--- src/rtl/phy_link_ctrl.sv ---
// phy_link_ctrl: link-training and traffic sequencer in front of the PHY transmit datapath.
// Latency: 1 cycle from data_in/valid_in to tx_*/recirc_*; state/active/retrain_count move on the transition edge.
// Backpressure: none; each offered word leaves on tx_* (ACTIVE) or recirc_* (any other state), never both, never dropped.
//
// Ports:
//   clk_2f        sole clock, rising edge
//   reset         asynchronous active-high reset
//   valid_in      data_in holds a word this cycle
//   data_in       payload word
//   rx_sync_in    receive sync detector locked (level)
//   tx_data       word to serializer (COM_WORD when idle, 0 in RESET)
//   tx_valid      tx_data is payload
//   recirc_data   diverted word, holds last value
//   recirc_valid  recirc_data carries a word this cycle
//   active        FSM is in ACTIVE
//   state         RESET=0, TRAIN=1, WAIT_SYNC=2, ACTIVE=3
//   retrain_count saturating retrain event count
//
// Optional feature: define PHY_LINK_CTRL_STATS_EN to build the retrain counter;
// without it retrain_count is tied to 0.
module phy_link_ctrl #(
    parameter int                DATA_W       = 32,
    parameter logic [DATA_W-1:0] COM_WORD     = 32'hBCBCBCBC,
    parameter int                IDLE_WORDS   = 4,
    parameter int                SYNC_TIMEOUT = 16,
    parameter int                LOSS_THRESH  = 3
) (
    input  logic              clk_2f,
    input  logic              reset,
    input  logic              valid_in,
    input  logic [DATA_W-1:0] data_in,
    input  logic              rx_sync_in,
    output logic [DATA_W-1:0] tx_data,
    output logic              tx_valid,
    output logic [DATA_W-1:0] recirc_data,
    output logic              recirc_valid,
    output logic              active,
    output logic [1:0]        state,
    output logic [7:0]        retrain_count
);

    typedef enum logic [1:0] {
        ST_RESET     = 2'd0,
        ST_TRAIN     = 2'd1,
        ST_WAIT_SYNC = 2'd2,
        ST_ACTIVE    = 2'd3
    } state_t;

    // The shared counter is cleared on state entry, so "last" values are N-1.
    localparam logic [7:0] TRAIN_LAST = 8'(IDLE_WORDS - 1);
    localparam logic [7:0] WAIT_LAST  = 8'(SYNC_TIMEOUT - 1);
    localparam logic [7:0] LOSS_LAST  = 8'(LOSS_THRESH - 1);

    state_t            r_state;
    state_t            w_state_nxt;
    logic [7:0]        r_cnt;
    logic [7:0]        w_cnt_nxt;
    logic              w_retrain;

    logic [DATA_W-1:0] r_tx_data;
    logic              r_tx_valid;
    logic [DATA_W-1:0] r_recirc_data;
    logic              r_recirc_valid;
    logic              r_active;

    // ------------------------------------------------------------------
    // FSM state register and shared per-state counter
    // ------------------------------------------------------------------
    always_ff @(posedge clk_2f or posedge reset) begin
        if (reset) begin
            r_state <= ST_RESET;
            r_cnt   <= 8'd0;
        end else begin
            r_state <= w_state_nxt;
            r_cnt   <= w_cnt_nxt;
        end
    end

    // ------------------------------------------------------------------
    // Next-state logic. The counter means: words sent in TRAIN, cycles
    // waited in WAIT_SYNC, consecutive sync-low cycles in ACTIVE.
    // ------------------------------------------------------------------
    always_comb begin
        w_state_nxt = r_state;
        w_cnt_nxt   = r_cnt + 8'd1;
        w_retrain   = 1'b0;

        case (r_state)
            ST_RESET: begin
                w_state_nxt = ST_TRAIN;
            end
            ST_TRAIN: begin
                if (r_cnt == TRAIN_LAST) begin
                    w_state_nxt = ST_WAIT_SYNC;
                end
            end
            ST_WAIT_SYNC: begin
                // Sync is tested first so it wins over a coincident timeout.
                if (rx_sync_in) begin
                    w_state_nxt = ST_ACTIVE;
                end else if (r_cnt == WAIT_LAST) begin
                    w_state_nxt = ST_TRAIN;
                    w_retrain   = 1'b1;
                end
            end
            ST_ACTIVE: begin
                if (rx_sync_in) begin
                    w_cnt_nxt = 8'd0;
                end else if (r_cnt == LOSS_LAST) begin
                    w_state_nxt = ST_TRAIN;
                    w_retrain   = 1'b1;
                end
            end
            default: begin
                w_state_nxt = ST_RESET;
            end
        endcase

        if (w_state_nxt != r_state) begin
            w_cnt_nxt = 8'd0;
        end
    end

    // ------------------------------------------------------------------
    // Output registers. Routing keys off the current registered state, so
    // the word sampled on the edge entering ACTIVE still goes to recirc and
    // the word sampled on the edge leaving ACTIVE still goes to tx.
    // ------------------------------------------------------------------
    always_ff @(posedge clk_2f or posedge reset) begin
        if (reset) begin
            r_tx_data      <= '0;
            r_tx_valid     <= 1'b0;
            r_recirc_data  <= '0;
            r_recirc_valid <= 1'b0;
            r_active       <= 1'b0;
        end else begin
            r_active       <= (w_state_nxt == ST_ACTIVE);
            r_recirc_valid <= valid_in && (r_state != ST_ACTIVE);
            if (r_state == ST_ACTIVE) begin
                r_tx_valid <= valid_in;
                r_tx_data  <= valid_in ? data_in : COM_WORD;
            end else begin
                r_tx_valid <= 1'b0;
                r_tx_data  <= (r_state == ST_RESET) ? '0 : COM_WORD;
                if (valid_in) begin
                    r_recirc_data <= data_in;
                end
            end
        end
    end

`ifdef PHY_LINK_CTRL_STATS_EN
    logic [7:0] r_retrain_cnt;

    always_ff @(posedge clk_2f or posedge reset) begin
        if (reset) begin
            r_retrain_cnt <= 8'd0;
        end else if (w_retrain && (r_retrain_cnt != 8'hFF)) begin
            r_retrain_cnt <= r_retrain_cnt + 8'd1;
        end
    end

    assign retrain_count = r_retrain_cnt;
`else
    logic w_unused_retrain;
    assign w_unused_retrain = w_retrain;
    assign retrain_count    = 8'd0;
`endif

    assign tx_data      = r_tx_data;
    assign tx_valid     = r_tx_valid;
    assign recirc_data  = r_recirc_data;
    assign recirc_valid = r_recirc_valid;
    assign active       = r_active;
    assign state        = r_state;

endmodule

--- config.mk ---
export PLATFORM = sky130hd
export DESIGN_NAME = phy_link_ctrl
export DESIGN_NICKNAME = d
export VERILOG_FILES = /design/src/rtl/phy_link_ctrl.sv
export SDC_FILE = /design/constraint.sdc
export NUM_CORES = 1
export LEC_CHECK = 0
export CAP_MARGIN = 20
export CELL_PAD_IN_SITES_DETAIL_PLACEMENT = 1
export CELL_PAD_IN_SITES_GLOBAL_PLACEMENT = 1
export CORE_UTILIZATION = 31
export CTS_CLUSTER_DIAMETER = 150
export DETAILED_ROUTE_END_ITERATION = 8
export PLACE_DENSITY_LB_ADDON = 0.1
export SLEW_MARGIN = 20
export SYNTH_ARGS = -nofsm -noshare
export SYNTH_HDL_FRONTEND = slang
export SYNTH_SLANG_ARGS = --single-unit
--- constraint.sdc ---
create_clock -name clk_2f -period 2.4 [get_ports clk_2f]
set_input_delay 0.48 -clock clk_2f [delete_from_list [all_inputs] [get_ports clk_2f]]
set_output_delay 0.48 -clock clk_2f [all_outputs]
set_load 0.01 [all_outputs]
---- Yosys cells after proc, flatten, opt, wreduce, memory -nomap -nowiden ----
Index checks and enable logic that the tools add are counted.
operators by class
  add/sub/neg operators ................... 1
  eq/ne operators ......................... 9
  mux-type cells .......................... 13
  bitwise operators ....................... 1
  reduce and logical (&&, ||, !) cells .... 3
operators by type and width
  operator                                        number
  two-way mux 32 bit                              3
  two-way mux 8 bit                               3
  == test 8 x 2 -> 1 bit (second input constant)  2
  two-way mux 2 bit                               5
  adder 8 x 1 -> 8 bit (second input constant)    1
  == test 8 x 4 -> 1 bit (second input constant)  1
  case mux 2 bit (4 select lines)                 1
  == test 2 bit (second input constant)           3
  == test 2 x 1 -> 1 bit (second input constant)  1
  logical NOT 2 bit                               1
  != test 2 bit                                   1
  != test 2 bit (second input constant)           1
  AND reduction 2 bit                             1
  logical AND 1 bit                               1
  two-way mux 1 bit                               1
  NOT 1 bit                                       1
storage, ports and cells
  register bits after elaboration ......... 77
  logic and storage cells ................. 34

---- Depth between registers and ports, before layout ----
  depth after elaboration ................. 6
  mapped depth ............................ 6
  gate-level depth less buffers ........... 6

---- Least setup slack after synthesis ----
Ideal clock, no wire load.
  path kind ............................... register to register
  from .................................... reg r_state[1] (netlist: state[1])
  to ...................................... reg r_recirc_data[0] (netlist: recirc_data[0])
  arrival ................................. 1393 ps
  data required time ...................... 2275 ps
  slack ................................... 882 ps
  cell stages (with the launch flop) ...... 5
  buffers on the path ..................... 2
  period minus slack after synthesis ...... 1518 ps
  cells stage by stage .................... dfrtp_1 clkbuf_1 a21boi_2 buf_2 mux2_2
on the way
  word-level cells in the longest chain between the ends .. 3
ends and longest elaborated chain
  item                                  line  source
  start: declaration                    54    state_t r_state;
  start signal: assignment              74    r_state <= w_state_nxt;
  == test 2 bit                         139   if (r_state == ST_ACTIVE) begin
  NOT 1 bit (no source line)            --
  AND reduction 2 bit (no source line)  --
  end signal: assignment                146   r_recirc_data <= data_in;
  end: declaration                      62    logic [DATA_W-1:0] r_recirc_data;
No other way between the ends.
A chain may end at the register's enable or synchronous reset.

---- Worst setup path in the final report ----
  from .................................... reg r_state[1] (netlist: state[1])
  to ...................................... out state[1]
RTL lines
  item              line  source
  end: declaration  38    output logic [1:0] state,
No word-level cell between the ends.

==> metrics.md <==
| Metric | Value |
|---|---|
| Crit Path Max Fanout | `9` |
| Clock share of power | `21.5%` |
| Worst setup SP type | `register` |
| Core area | `9200 sq um` |
| WP depth | `1` |
| Hold Crit Class | `in -> async` |
| Num Clock Sinks | `77` |
| Seq cells post-synth | `77` |
| Setup TNS | `0 ns` |
| Critical Path Source | `state[1]` |
| Area Growth Syn to Fin | `48.9%` |
| Clock Latency Late Sink | `0.34 ns` |
| Critical path's top delay family | `buffers and inverters` |
| Detailed Routing Iterations Pass 1 | `4` |
| Crit path DAT | `1.50 ns` |
| WP data required | `1.92 ns` |
| WL/cell | `15.8 um` |
| Seq pwr share | `38.9%` |
| Vias in the first global route | `2176` |
| Final hold violations | `0` |
| Fin crit share | `82.4%` |
| Peak supply drop | `0.392 mV` |
| Comb pwr share | `39.5%` |
| Placed inst area | `4140 sq um` |
| CP Class | `reg -> out` |
| Congestion Overflow GR | `0` |
| Yosys cell types | `28` |
| Diodes inserted | `0` |
| Buffer and inverter count on the worst path | `1` |
| Worst setup EP type | `primary output` |
| Postcts setup bufs | `0` |
| Die area | `9870 sq um` |
| Final setup fails | `0` |
| CTS tree | `yes` |
| Drt drc | `0` |
| DIE WIDTH | `99.4 um` |
| FF-to-FF path depth | `5` |
| Ports | `113` |
| Crit path to | `state[1]` |
| Slew Limit Fails | `0` |
| Synth top area share | `65.6%` |
| Port Buffer Count | `104` |
| Ranking of synthesized cells by area | `dfrtp_1 66%, mux2_2 12%, o21a_1 5.6%` |
| Detailed Place HPWL | `4970 um` |
| Synth Cell Area | `2940 sq um` |
| RR Startpoint | `r_cnt[0]` |
| # nets final | `362` |
| Setup ws final | `0.422 ns` |
| NetSw | `1.59 mW` |
| FILL cells | `968` |
| Root Driver | `clkbuf_8` |
| Slew @ Worst Pin | `0.535 ns` |
| Worst-path clk slew | `0.09 ns` |
| Starting Density | `32.0%` |
| Overall Power | `5.24 mW` |
| DRT antenna net count | `0` |
| Slowest cell on crit path | `clkdlybuf4s50_1` |
| Status | `finished, final reports clean` |
| YS warnings | `0` |
| Cell Rows | `35` |
| Global-route wire length before repair | `11600 um` |
| Seq/Total Area, Yosys | `65.6%` |
| Worst reg2reg path endpoint | `r_cnt[3]` |
| Dominant cell type by area after synthesis | `dfrtp_1` |
| Pwr dens | `1200 nW/um^2` |
| Post-route cell area | `4380 sq um` |
| Pin count of the biggest net entering global routing | `28` |
| Unrepaired setup endpoints after global routing | `no` |
| Pint | `3.65 mW` |
| Max cap viols | `0` |
| Num CTS Buffers | `9` |
| Worst-case clock buffer depth | `2` |
| Relative slew slack | `64.0%` |
| R2R setup slack | `0.64 ns` |
| Hold_ws | `0.455 ns` |
| H-tree depth | `3` |
| Proportion of layout cells with a drive suffix above 1 | `18.5%` |
| Fin crit period | `1.98 ns` |
| Iter 0 DRT Violations | `22` |
| Crit-path cells | `clkdlybuf4s50_1` |
| FMAX | `0.506 GHz` |
| Post-Route WL | `6960 um` |
| Synth Instances | `211` |
| Post-Syn Area per Cell | `13.9 sq um` |
| Leak | `1.82 nW` |
| Antenna violations before repair | `0` |
| Global Route Usage Sum | `15.3%` |
| Overall die height | `99.4 um` |
| Vias per cell | `4.55` |
| Post-cts sizing count | `0` |
| Vias | `2003` |
| Sw frac | `30.3%` |
| Slowest Stage Delay on Critical Path | `0.61 ns` |
| Dpl ws | `0.429 ns` |
| CTS Hold Buffers Added | `0` |
| Skew final | `0.00899 ns` |
| GPL Wtd Cong | `0.712` |
| Register Area | `1930 sq um` |
| Multi-input combinational cell area | `918 sq um` |
==> worst register-to-register path: cells and delay by family (launching register included) <==
family          cells  cell delay, ns
simple gates        3            0.71
flops               1            0.44
fa+ha+maj           1            0.29
compound gates      1            0.26
==> sequential cells by signal, summed over array words and instances, names as in the netlist <==
signal / flops
active: 1
r_cnt: 8
recirc_data: 32
recirc_valid: 1
state: 2
tx_data: 32
tx_valid: 1
==> kinds of logic after synthesis <==
family / Yosys count / synth area share (%)
AO/OA/AOI/OAI: 27 / 6.98
XOR/XNOR: 6 / 1.79
adder cells (fa/ha/maj): 2 / 0.851
buffers and inverters: 24 / 4.34
flip-flops: 77 / 65.6
multiplexers: 32 / 12.3
other: 1 / 0.128
AND/OR/NAND/NOR: 42 / 8.09
==> power groups by stage <==
stage / Combinational [mW] / Clock, mW / Sequential [mW]
after global placement: 2.08 / 0 / 2.06
after global routing: 2.23 / 1.22 / 2.11
after CTS: 2.12 / 1.17 / 2.05
after floorplan: 0.755 / 0 / 2.22
after detailed placement: 2.12 / 0 / 2.08
final: 2.07 / 1.13 / 2.04
==> cell usage after synthesis (all sizes together) <==
| master | count |
|---|---|
| ha | 2 |
| conb | 1 |
| or4 | 1 |
| buf | 14 |
| o21a | 22 |
| and3 | 1 |
| a21oi | 1 |
| clkbuf | 4 |
| and2 | 12 |
| nor3 | 1 |
| nand4 | 3 |
| a22oi | 1 |
| and4b | 1 |
| mux2 | 32 |
| nor4 | 2 |
| nor4bb | 1 |
| nand2 | 1 |
| nor2 | 13 |
| a21boi | 2 |
| xor2 | 1 |
| o2111ai | 1 |
| or2 | 1 |
| inv | 6 |
| nand3 | 5 |
| xnor2 | 5 |
| dfrtp | 77 |
==> through the flow <==
step           util, %  cells
6_report          47.6    440
5_1_grt           47.6    440
4_1_cts           47.6    440
3_5_place_dp      45.1    424
3_3_place_gp      45.1    424
2_1_floorplan        -    218
==> layout make-up <==
class | instances | area share (%)
clock inverters | 6 | 2.17
clock buffers | 10 | 3.14
repair buffers | 113 | 25.9
flip-flops and latches | 77 | 44.0
multi-input cells | 117 | 21.0
inverters | 6 | 0.600
well taps | 111 | 3.17
==> per-layer routing <==
| metal | up-vias | track usage [%] | wire length (um) |
|---|---|---|---|
| li1 | 928 | - | - |
| met1 | 1003 | 20.0 | 3150 |
| met2 | 65 | 24.7 | 3380 |
| met3 | 7 | 3.65 | 361 |
| met4 | 0 | 5.77 | 66 |
| met5 | - | 0 | 0 |
==> worst min-delay path by stage <==
stage / start / slack [ns] / to
CTS: reset / 0.45 / tx_data[23]
floorplan: r_cnt[0] / 0.47 / r_cnt[0]
global route: reset / 0.46 / tx_data[18]
finish: reset / 0.45 / tx_data[18]
global placement: recirc_data[12] / 0.49 / recirc_data[12]
detailed placement: recirc_data[4] / 0.49 / recirc_data[4]
==> placed cells by master, fill, tap and decap left out, types with 2 or more instances in the layout <==
cell type	netlist	layout
nor2_1	13	13
buf_12	0	2
mux2_2	32	32
conb_1	1	8
clkbuf_8	0	10
nor4_1	2	2
inv_1	6	5
dfrtp_1	77	77
clkinv_4	0	3
buf_4	8	7
and2_1	12	12
clkdlybuf4s50_1	0	104
bufinv_16	0	2
xnor2_1	5	5
ha_1	2	2
o21a_1	22	22
nand3_1	5	5
nand4_1	3	3
Note: power is estimated with default switching activity, not from simulation.
